[src/rtl/ddr2_port_arbiter_if.sv]
// Requester-side command/write/read-steer signals plus the DDR2 AF/WDF/RDF push/pop bundle.
// slave = arbiter view, master = requesters and FIFO-side view.
interface ddr2_port_arbiter_if #(
   parameter int N_REQ = 4
);
   logic [N_REQ-1:0]         req_valid;
   logic [N_REQ-1:0]         req_is_read;
   logic [N_REQ-1:0][30:0]   req_addr;
   logic [N_REQ-1:0]         req_ready;
   logic [N_REQ-1:0]         wd_valid;
   logic [N_REQ-1:0][127:0]  wd_data;
   logic [N_REQ-1:0][15:0]   wd_mask;
   logic [N_REQ-1:0]         wd_ready;
   logic [N_REQ-1:0]         rd_valid;
   logic                     af_full;
   logic                     af_wr_en;
   logic [2:0]               af_cmd_din;
   logic [30:0]              af_addr_din;
   logic                     wdf_full;
   logic                     wdf_wr_en;
   logic [127:0]             wdf_din;
   logic [15:0]              wdf_mask_din;
   logic                     rdf_valid;
   logic                     rdf_rd_en;

   modport slave (
      input  req_valid, req_is_read, req_addr, wd_valid, wd_data, wd_mask,
      input  af_full, wdf_full, rdf_valid,
      output req_ready, wd_ready, rd_valid, af_wr_en, af_cmd_din, af_addr_din,
      output wdf_wr_en, wdf_din, wdf_mask_din, rdf_rd_en
   );

   modport master (
      output req_valid, req_is_read, req_addr, wd_valid, wd_data, wd_mask,
      output af_full, wdf_full, rdf_valid,
      input  req_ready, wd_ready, rd_valid, af_wr_en, af_cmd_din, af_addr_din,
      input  wdf_wr_en, wdf_din, wdf_mask_din, rdf_rd_en
   );
endinterface

[src/rtl/ddr2_port_arbiter.sv]
// Round-robin sharing of the DDR2 AF/WDF/RDF; grants are combinational (zero latency),
// writes hold the WDF until all beats land, reads are tagged so RDF beats steer back.
module ddr2_port_arbiter #(
   parameter int N_REQ     = 4,
   parameter int TAG_DEPTH = 8,
   parameter int WR_BEATS  = 2,
   parameter int RD_BEATS  = 2
) (
   input  logic                clk,
   input  logic                rst,
   ddr2_port_arbiter_if.slave  bus,
   output logic                busy,
   output logic                err_orphan
);
   localparam int IW  = (N_REQ > 1) ? $clog2(N_REQ) : 1;
   localparam int TW  = $clog2(TAG_DEPTH);
   localparam int WCW = (WR_BEATS > 1) ? $clog2(WR_BEATS) : 1;
   localparam int RCW = (RD_BEATS > 1) ? $clog2(RD_BEATS) : 1;
   localparam logic [WCW-1:0] WR_LAST = WCW'(WR_BEATS - 1);
   localparam logic [RCW-1:0] RD_LAST = RCW'(RD_BEATS - 1);

   typedef enum logic {ARB, WDATA} state_t;

   state_t           state, state_nx;
   logic [IW-1:0]    ptr;
   logic [IW-1:0]    wsel;
   logic [WCW-1:0]   wr_cnt;
   logic [RCW-1:0]   rd_cnt;
   logic [IW-1:0]    tag_mem [TAG_DEPTH];
   logic [TW:0]      tag_wp, tag_rp;
   logic             tag_empty, tag_full;
   logic [IW-1:0]    tag_head;
   logic [N_REQ-1:0] elig;
   logic [IW-1:0]    gnt, idx;
   logic             gnt_any, gnt_rd;
   logic             tag_push, tag_pop;

   assign tag_empty = (tag_wp == tag_rp);
   assign tag_full  = (tag_wp[TW] != tag_rp[TW]) && (tag_wp[TW-1:0] == tag_rp[TW-1:0]);
   assign tag_head  = tag_mem[tag_rp[TW-1:0]];

   always_comb begin
      for (int i = 0; i < N_REQ; i++)
         elig[i] = bus.req_valid[i] && !bus.af_full &&
                   (bus.req_is_read[i] ? !tag_full : !bus.wdf_full);
   end

   // First eligible requester at or after the round-robin pointer.
   always_comb begin
      gnt     = '0;
      gnt_any = 1'b0;
      idx     = '0;
      for (int k = 0; k < N_REQ; k++) begin
         idx = IW'((int'(ptr) + k) % N_REQ);
         if (!gnt_any && elig[idx]) begin
            gnt     = idx;
            gnt_any = 1'b1;
         end
      end
   end

   assign gnt_rd = bus.req_is_read[gnt];

   always_comb begin
      state_nx         = state;
      bus.req_ready    = '0;
      bus.af_wr_en     = 1'b0;
      bus.af_cmd_din   = 3'b000;
      bus.af_addr_din  = '0;
      bus.wd_ready     = '0;
      bus.wdf_wr_en    = 1'b0;
      bus.wdf_din      = '0;
      bus.wdf_mask_din = '0;
      if (rst) begin
         case (state)
            ARB: begin
               if (gnt_any) begin
                  bus.req_ready[gnt] = 1'b1;
                  bus.af_wr_en       = 1'b1;
                  bus.af_addr_din    = bus.req_addr[gnt];
                  bus.af_cmd_din     = {2'b00, gnt_rd};
                  if (!gnt_rd)
                     state_nx = WDATA;
               end
            end
            WDATA: begin
               bus.wd_ready[wsel] = !bus.wdf_full;
               if (bus.wd_valid[wsel] && !bus.wdf_full) begin
                  bus.wdf_wr_en    = 1'b1;
                  bus.wdf_din      = bus.wd_data[wsel];
                  bus.wdf_mask_din = bus.wd_mask[wsel];
                  if (wr_cnt == WR_LAST)
                     state_nx = ARB;
               end
            end
            default: state_nx = ARB;
         endcase
      end
   end

   // Read return runs regardless of arbitration state.
   assign bus.rdf_rd_en = rst && bus.rdf_valid && !tag_empty;
   assign tag_push      = rst && (state == ARB) && gnt_any && gnt_rd;
   assign tag_pop       = bus.rdf_rd_en && (rd_cnt == RD_LAST);
   assign busy          = rst && ((state == WDATA) || !tag_empty);

   always_comb begin
      bus.rd_valid           = '0;
      bus.rd_valid[tag_head] = bus.rdf_rd_en;
   end

   always_ff @(posedge clk) begin
      if (!rst) begin
         state      <= ARB;
         ptr        <= '0;
         wsel       <= '0;
         wr_cnt     <= '0;
         rd_cnt     <= '0;
         tag_wp     <= '0;
         tag_rp     <= '0;
         err_orphan <= 1'b0;
      end else begin
         state <= state_nx;
         if ((state == ARB) && gnt_any) begin
            ptr <= (gnt == IW'(N_REQ - 1)) ? '0 : gnt + 1'b1;
            if (!gnt_rd) begin
               wsel   <= gnt;
               wr_cnt <= '0;
            end
         end
         if (bus.wdf_wr_en)
            wr_cnt <= (wr_cnt == WR_LAST) ? '0 : wr_cnt + 1'b1;
         if (tag_push)
            tag_wp <= tag_wp + 1'b1;
         if (bus.rdf_rd_en)
            rd_cnt <= tag_pop ? '0 : rd_cnt + 1'b1;
         if (tag_pop)
            tag_rp <= tag_rp + 1'b1;
         if (bus.rdf_valid && tag_empty)
            err_orphan <= 1'b1;
      end
   end

   always_ff @(posedge clk) begin
      if (tag_push)
         tag_mem[tag_wp[TW-1:0]] <= gnt;
   end
endmodule

[src/flat_wrapper.sv]
// flat-port wrapper written by rule: the top's interface ports become plain ports
module ddr2_port_arbiter_flat 
#(
   parameter int N_REQ     = 4,
   parameter int TAG_DEPTH = 8,
   parameter int WR_BEATS  = 2,
   parameter int RD_BEATS  = 2
)
  (clk, rst, busy, err_orphan, bus_req_valid, bus_req_is_read, bus_req_addr, bus_wd_valid, bus_wd_data, bus_wd_mask, bus_af_full, bus_wdf_full, bus_rdf_valid, bus_req_ready, bus_wd_ready, bus_rd_valid, bus_af_wr_en, bus_af_cmd_din, bus_af_addr_din, bus_wdf_wr_en, bus_wdf_din, bus_wdf_mask_din, bus_rdf_rd_en);
  ddr2_port_arbiter_if #(.N_REQ(N_REQ)) bus_i ();
  input  logic clk;
  input  logic rst;
  output logic busy;
  output logic err_orphan;
  input wire logic [$bits(bus_i.req_valid)-1:0] bus_req_valid;
  input wire logic [$bits(bus_i.req_is_read)-1:0] bus_req_is_read;
  input wire logic [$bits(bus_i.req_addr)-1:0] bus_req_addr;
  input wire logic [$bits(bus_i.wd_valid)-1:0] bus_wd_valid;
  input wire logic [$bits(bus_i.wd_data)-1:0] bus_wd_data;
  input wire logic [$bits(bus_i.wd_mask)-1:0] bus_wd_mask;
  input wire logic [$bits(bus_i.af_full)-1:0] bus_af_full;
  input wire logic [$bits(bus_i.wdf_full)-1:0] bus_wdf_full;
  input wire logic [$bits(bus_i.rdf_valid)-1:0] bus_rdf_valid;
  output wire logic [$bits(bus_i.req_ready)-1:0] bus_req_ready;
  output wire logic [$bits(bus_i.wd_ready)-1:0] bus_wd_ready;
  output wire logic [$bits(bus_i.rd_valid)-1:0] bus_rd_valid;
  output wire logic [$bits(bus_i.af_wr_en)-1:0] bus_af_wr_en;
  output wire logic [$bits(bus_i.af_cmd_din)-1:0] bus_af_cmd_din;
  output wire logic [$bits(bus_i.af_addr_din)-1:0] bus_af_addr_din;
  output wire logic [$bits(bus_i.wdf_wr_en)-1:0] bus_wdf_wr_en;
  output wire logic [$bits(bus_i.wdf_din)-1:0] bus_wdf_din;
  output wire logic [$bits(bus_i.wdf_mask_din)-1:0] bus_wdf_mask_din;
  output wire logic [$bits(bus_i.rdf_rd_en)-1:0] bus_rdf_rd_en;
  assign bus_i.req_valid = bus_req_valid;
  assign bus_i.req_is_read = bus_req_is_read;
  assign bus_i.req_addr = bus_req_addr;
  assign bus_i.wd_valid = bus_wd_valid;
  assign bus_i.wd_data = bus_wd_data;
  assign bus_i.wd_mask = bus_wd_mask;
  assign bus_i.af_full = bus_af_full;
  assign bus_i.wdf_full = bus_wdf_full;
  assign bus_i.rdf_valid = bus_rdf_valid;
  assign bus_req_ready = bus_i.req_ready;
  assign bus_wd_ready = bus_i.wd_ready;
  assign bus_rd_valid = bus_i.rd_valid;
  assign bus_af_wr_en = bus_i.af_wr_en;
  assign bus_af_cmd_din = bus_i.af_cmd_din;
  assign bus_af_addr_din = bus_i.af_addr_din;
  assign bus_wdf_wr_en = bus_i.wdf_wr_en;
  assign bus_wdf_din = bus_i.wdf_din;
  assign bus_wdf_mask_din = bus_i.wdf_mask_din;
  assign bus_rdf_rd_en = bus_i.rdf_rd_en;
  ddr2_port_arbiter #(.N_REQ(N_REQ), .TAG_DEPTH(TAG_DEPTH), .WR_BEATS(WR_BEATS), .RD_BEATS(RD_BEATS)) u_core (.clk(clk), .rst(rst), .bus(bus_i), .busy(busy), .err_orphan(err_orphan));
endmodule
[config.mk]
export PLATFORM = sky130hd
export DESIGN_NAME = ddr2_port_arbiter_flat
export DESIGN_NICKNAME = d
export VERILOG_FILES = /design/src/rtl/ddr2_port_arbiter_if.sv /design/src/rtl/ddr2_port_arbiter.sv /design/src/flat_wrapper.sv
export SDC_FILE = /design/constraint.sdc
export NUM_CORES = 1
export LEC_CHECK = 0
export ABC_CLOCK_PERIOD_IN_PS = 10300
export CORE_AREA = 4 4 351 353
export DETAILED_ROUTE_END_ITERATION = 8
export DIE_AREA = 0 0 355 357
export GPL_TIMING_DRIVEN = 0
export PLACE_DENSITY = 0.3
export RECOVER_POWER = 25
export REMOVE_ABC_BUFFERS = 1
export SLEW_MARGIN = 5
export SYNTH_ARGS = -nofsm -noshare
export SYNTH_HDL_FRONTEND = slang
export SYNTH_SLANG_ARGS = --single-unit
[constraint.sdc]
create_clock -name clk -period 10.3 [get_ports clk]
set_input_delay 2.06 -clock clk [delete_from_list [all_inputs] [get_ports clk]]
set_output_delay 2.06 -clock clk [all_outputs]
set_load 0.1 [all_outputs]
# --- Word level (Yosys, flattened, before mapping) ---
# Memories as Yosys holds them, arrays and structs flattened. A register that Yosys moved wholly into a read port is not among the register bits.
# Cells that the tools add are included.
totals:
  register_bits: 16
  ram_bits: 16
  in_bits: 717
  output_inout_bits: 195
  word_cells: 146
  mem_count: 1
classes:
  addsub: 8
  order_cmp: 10
  eq_ne: 5
  n_mux: 74
  bitwise_logic: 4
  reduce_logical: 36
memory_table:
  columns: ["memory", "words", "word_bits", "rd", "rd_ports_with_merged_regs", "write_ports", "line", "source"]
  rows:
  - ["u_core.tag_mem", 8, 2, 1, 1, 1, "ddr2_port_arbiter.sv:29", "logic [IW-1:0] tag_mem [TAG_DEPTH];"]
op_table:
  columns: ["cell", "n"]
  rows:
  - ["2-to-1 mux 128 bit", 4]
  - ["binary-select mux 128 bit (select 2 bit)", 1]
  - ["2-to-1 mux 31 bit", 4]
  - ["2-to-1 mux 16 bit", 4]
  - ["binary-select mux 31 bit (select 2 bit)", 1]
  - ["2-to-1 mux 1 bit", 35]
  - ["binary-select mux 16 bit (select 2 bit)", 1]
  - ["logical AND 1 bit", 25]
  - ["< comparator 2 x 3 -> 1 bit, second input constant", 7]
  - ["2-to-1 mux 4 bit", 5]
  - ["binary-select mux 1 bit (select 2 bit)", 6]
  - ["2-to-1 mux 3 bit", 4]
  - ["2-to-1 mux 2 bit", 5]
  - ["adder 4 x 1 -> 4 bit, second input constant", 2]
  - ["AND 4 bit", 2]
  - ["logical NOT 1 bit", 7]
  - ["demux 1 bit (select 2 bit)", 3]
  - [">= comparator 2 x 1 -> 1 bit, second input constant", 3]
  - ["adder 2 x 1 -> 2 bit, second input constant", 2]
  - ["adder 2 bit, second input constant", 2]
  - ["== test 4 bit", 1]
  - ["AND reduction 2 bit", 2]
  - ["== test 3 bit", 1]
  - ["adder 1 bit, second input constant", 2]
  - ["7 further kinds", 8]

# --- Depth between registers and ports, before layout ---
logic_depth:
  depth_word: 24
  ltp_mapped: 12
  mapped_depth_nobuf: 9

# --- Least setup slack after synthesis ---
# Ideal clock, no wire load.
synth_timing:
  path_type: "input-to-output"
  start: "input port bus_wdf_full"
  end: "output port bus_af_addr_din[23]"
  t_arrival_ps: 6020
  required_ps: 8240
  path_slack_ps: 2220
  stages: 9
  path_buffers: 2
  cell_sequence: "inv_1 > nor2_1 > a211oi_1 > o21ai_1 > o22ai_4 > buf_4 > buf_2 > nand2_1 > a311oi_1"
synth_via:
  elab_chain_cells: 20
  word_cells_on_any_way: 36
  cone_classes: "mux (25); reduce/logical (11)"
synth_lines:
  columns: ["element", "line", "source"]
  rows:
  - ["from (decl)", "flat_wrapper.sv:22", "input wire logic [$bits(bus_i.wdf_full)-1:0] bus_wdf_full;"]
  - ["logical NOT 1 bit (*)", "ddr2_port_arbiter.sv:45", "(bus.req_is_read[i] ? !tag_full : !bus.wdf_full);"]
  - ["2-to-1 mux 1 bit", "ddr2_port_arbiter.sv:45", null]
  - ["logical AND 1 bit", "ddr2_port_arbiter.sv:44", "elig[i] = bus.req_valid[i] && !bus.af_full &&"]
  - ["binary-select mux 1 bit (select 2 bit)", "ddr2_port_arbiter.sv:55", "if (!gnt_any && elig[idx]) begin"]
  - ["2-to-1 mux 1 bit (not written as such)", "ddr2_port_arbiter.sv:55", null]
  - ["2-to-1 mux 1 bit", "ddr2_port_arbiter.sv:55", null]
  - ["logical NOT 1 bit", "ddr2_port_arbiter.sv:55", null]
  - ["logical AND 1 bit", "ddr2_port_arbiter.sv:55", null]
  - ["(+5 left out)", null, null]
  - ["logical AND 1 bit", "ddr2_port_arbiter.sv:55", null]
  - ["2-to-1 mux 2 bit (*)", "ddr2_port_arbiter.sv:55", null]
  - ["net u_core.gnt[0]", "ddr2_port_arbiter.sv:34", "logic [IW-1:0] gnt, idx;"]
  - ["binary-select mux 31 bit (select 2 bit) (*)", "ddr2_port_arbiter.sv:80", "bus.af_addr_din = bus.req_addr[gnt];"]
  - ["2-to-1 mux 31 bit (not written as such) (*)", "ddr2_port_arbiter.sv:80", null]
  - ["2-to-1 mux 31 bit (*)", "ddr2_port_arbiter.sv:77", "if (gnt_any) begin"]
  - ["2-to-1 mux 31 bit (*)", "ddr2_port_arbiter.sv:75", "case (state)"]
  - ["2-to-1 mux 31 bit (*)", "ddr2_port_arbiter.sv:74", "if (rst) begin"]
  - ["to (decl)", "flat_wrapper.sv:29", "output wire logic [$bits(bus_i.af_addr_din)-1:0] bus_af_addr_din;"]
# The timed path passes the listed nets; every way through them passes the cells marked *. The select of a mux whose other input is x is not followed.

# --- Worst setup path after layout ---
layout_timing:
  start: "input port bus_wdf_full"
  end: "output port bus_af_addr_din[18]"
layout_via:
  elab_chain_cells: 20
  word_cells_on_any_way: 36
  cone_classes: "mux (25); reduce/logical (11)"
layout_lines:
  columns: ["element", "line"]
  rows:
  - ["logical NOT 1 bit (*)", "ddr2_port_arbiter.sv:45"]
  - ["2-to-1 mux 1 bit", "ddr2_port_arbiter.sv:45"]
  - ["logical AND 1 bit", "ddr2_port_arbiter.sv:44"]
  - ["binary-select mux 1 bit (select 2 bit)", "ddr2_port_arbiter.sv:55"]
  - ["2-to-1 mux 1 bit (not written as such)", "ddr2_port_arbiter.sv:55"]
  - ["2-to-1 mux 1 bit", "ddr2_port_arbiter.sv:55"]
  - ["logical NOT 1 bit", "ddr2_port_arbiter.sv:55"]
  - ["logical AND 1 bit", "ddr2_port_arbiter.sv:55"]
  - ["(+4 left out)", null]
  - ["logical NOT 1 bit", "ddr2_port_arbiter.sv:55"]
  - ["logical AND 1 bit", "ddr2_port_arbiter.sv:55"]
  - ["2-to-1 mux 2 bit", "ddr2_port_arbiter.sv:55"]
  - ["binary-select mux 31 bit (select 2 bit)", "ddr2_port_arbiter.sv:80"]
  - ["2-to-1 mux 31 bit (not written as such)", "ddr2_port_arbiter.sv:80"]
  - ["2-to-1 mux 31 bit (*)", "ddr2_port_arbiter.sv:77"]
  - ["2-to-1 mux 31 bit (*)", "ddr2_port_arbiter.sv:75"]
  - ["2-to-1 mux 31 bit (*)", "ddr2_port_arbiter.sv:74"]
# Every way passes the cells marked *; elsewhere a longest branch is shown, timed or not. The select of a mux whose other input is x is not followed.

==> results_dict.tcl <==
set metrics [dict create \
    outcome "finished with violations" \
    violations "max-capacitance violations, max-slew violations" \
    via_per_inst 3.26 \
    yosysTopAreaCell "mux4_2" \
    fin_util_pct 15.5 \
    portBuffers 909 \
    final_nets 2301 \
    powerDensity_mw_per_mm2 68.6 \
    grt_pass1_vias 11600 \
    cts_setup_buffers 0 \
    worstSetupEndpointType "output port" \
    clk_pin_slew_ps 50 \
    yosysWarningCount 0 \
    grt_remaining_overflow 0 \
    clock_sinks 35 \
    path_class "in -> out" \
    drive_gt1_share_pct 12.1 \
    antenna_found_initial 35 \
    syn_area_mm2 0.00744 \
    ys_seq_elements 35 \
    grt_pass1_wl_mm 111 \
    clkLatencyLatePin_ps 270 \
    final_antenna_net_count 0 \
    finalWorstSetupSlack_ps 616 \
    crit_required_ps 8240 \
    path_cells "clkdlybuf4s50_1, inv_1, nor2_1, a2111o_1, o21ai_0, o22ai_4, buf_16, buf_12, buf_16, inv_2, nand2_1, and3_1, a311oi_1, clkdlybuf4s50_1" \
    track_usage_pct 12.9 \
    die_h_um 357 \
    dieArea_mm2 0.127 \
    cpMaxStageDelayCell "clkdlybuf4s50_1" \
    die_w_um 355 \
    fin_area_mm2 0.0186 \
    path_delay_family "buffers and inverters" \
    slew_headroom_pct -45.9 \
    post-route-drc-count 0 \
    worst_pin_slew_ps 2190 \
    routed_wl_mm 86.9 \
    yosys-top-cells-area "mux4_2 (45%), and3_1 (15%), nand2_1 (7.0%)" \
    ctsResizeCount 0 \
    drv_slew 56 \
    fmax_ghz 0.103 \
    finalCritPeriodShare_pct 94.0 \
    postCtsHoldBufs 0 \
    total_power_uw 1270 \
    start_util_pct 6.21 \
    period_minus_slack_ps 9680 \
    num_io_pins 912 \
    hold_path_class "reg -> reg" \
    syn_inst 744 \
    whs_ps 481 \
    critPathBufInv 7 \
    vias 10400 \
    drtIter0Drc 429 \
    cp.arrival_ps 7620 \
    syn_to_final_growth_pct 150 \
    rsz0062_at_grt "false" \
    setup_violations 0 \
    place_ws_ps 771 \
    synth_top_area_share_pct 45.1 \
    crit_fanout 64 \
    grt_max_degree 85 \
    max_stage_delay_ps 1270 \
    drt_pass1_iterations 5 \
    fp.coreArea_mm2 0.120 \
    numCtsBuffers 5 \
    cts_tree "done" \
    synth_seq_area_share_pct 11.6 \
    finalHoldViolations 0 \
    place.gp.congestion 0.911 \
    synth.distinct_cells 51 \
    ir_worst_vdd_v 0.0000496 \
    htreeDepth 2 \
    hpwlAfterDp_mm 78.3 \
    ctsRootBufferMaster "clkbuf_16" \
    syn_area_per_cell_um2 10.0 \
    skew_ps 4.53 \
    crit_path_start_kind "input port" \
    wire_per_inst_um 27.2 \
    row_count 127 \
    dpl_cell_area_mm2 0.0185 \
    clockBufferDepth 2 \
    p_leak_uw 0.00653 \
    drv_cap 7 \
]
per-stage QoR:
step                      TNS, ps  cells
after floorplan            -46240    647
after global placement    -823910   3168
after detailed placement        0   3183
after CTS                       0   3191
after global routing            0   3194
final                           0   3200
synth_stat cells, drive strengths merged:
library cell and instances:
and4bb 2, a31oi 1, a311oi 31, a21o 2, a211oi 4, inv 10, nand2b 4, nor3 1
and4b 3, mux2 1, edfxtp 16, clkbuf 68, nand3 7, a41oi 1, a21oi 2, a21boi 1
ha 6, nor2b 2, xor2 4, clkinv 1, a2111o 1, nor4 2, nor3b 1, a211o 3
dfxtp 19, o32ai 1, and3 183, and3b 1, xnor2 4, o21ai 6, mux4 149, o22ai 3
o21a 4, mux2i 8, nor4b 1, nor2 13, and2 6, a311o 1, buf 30, o221a 2
conb 1, nand2 138
cell usage in the layout, fill, tap and decap left out, types with 5 or more instances in the layout:
| cell | Yosys | final |
|---|---|---|
| clkdlybuf4s50_1 | 0 | 888 |
| and3_1 | 183 | 183 |
| mux4_2 | 149 | 148 |
| nand2_1 | 138 | 138 |
| a311oi_1 | 31 | 31 |
| dfxtp_1 | 19 | 17 |
| edfxtp_1 | 16 | 16 |
| nor2_1 | 13 | 13 |
| buf_16 | 0 | 12 |
| buf_2 | 8 | 10 |
| diode_2 | 0 | 9 |
| inv_1 | 9 | 9 |
| clkbuf_1 | 68 | 9 |
| mux2i_1 | 8 | 8 |
| nand3_1 | 7 | 7 |
| ha_1 | 6 | 6 |
| clkbuf_16 | 0 | 5 |
| dlygate4sd3_1 | 0 | 5 |
cells by family after synthesis:
kind of cell	after synthesis	share of synthesized area [%]
AND/OR/NAND/NOR	364	26.3
multiplexers	158	46.3
buffers and inverters	109	6.15
AO/OA/AOI/OAI	63	7.43
flip-flops	35	11.6
XOR/XNOR	8	1.14
adder cells (fa/ha/maj)	6	1.01
other	1	0.0504
cell type report:
cell class,count,area (µm²)
diodes,9,22.5
clock buffers,8,136
fillers,13500,101000
inverters,11,46.3
multi-input cells,601,6080
flip-flops and latches,35,868
well taps,1612,2020
repair buffers,924,9400
registers in the layout (all words and copies together), names as in the netlist, named ones only:
| signal | count |
|---|---|
| u_core.state | 1 |
| u_core.rd_cnt | 1 |
| u_core.tag_wp | 4 |
| u_core.wr_cnt | 1 |
| u_core.tag_mem | 16 |
| u_core.ptr | 2 |
| u_core.tag_rp | 4 |
| u_core.wsel | 2 |
| u_core.err_orphan | 1 |
per-layer routing:
layer	track usage, %	part of all wire, %	vias up
met2	23.2	50	560
met4	0.737	0.51	20
met1	14.9	38	5163
li1	-	-	4641
met3	5.40	11	43
met5	0	0.16	-
worst paths after layout:
path / start / endpoint / slack (ps) / cells after the start
setup / recovery: bus_wdf_full / bus_af_addr_din[18] / 620 / 14
hold / removal: u_core.err_orphan$_SDFFE_PN0P_ / u_core.err_orphan$_SDFFE_PN0P_ / 480 / 1
setup reg to reg: u_core.tag_wp[1]$_SDFFE_PN0P_ / u_core.tag_mem[3][0]$_DFFE_PP_ / 5280 / 8
hold reg to reg: u_core.err_orphan$_SDFFE_PN0P_ / u_core.err_orphan$_SDFFE_PN0P_ / 480 / 1
report_power, final:
group | internal [µW] | total (µW) | switching (µW) | leakage (µW)
Sequential | 153 | 171 | 18.3 | 0.000302
Combinational | 457 | 961 | 503 | 0.00616
Clock | 89.9 | 143 | 53.0 | 0.0000652
Total | 700 | 1270 | 575 | 0.00653
worst reg2reg max path, delay by kind of cell, from the launching register on:
kind / cells / cell delay (ps)
AO/OA/AOI/OAI: 2 / 1230
XOR/XNOR: 1 / 240
buffers and inverters: 1 / 420
flip-flops: 1 / 590
AND/OR/NAND/NOR: 4 / 2260
Power figures use the tool's default switching activity.
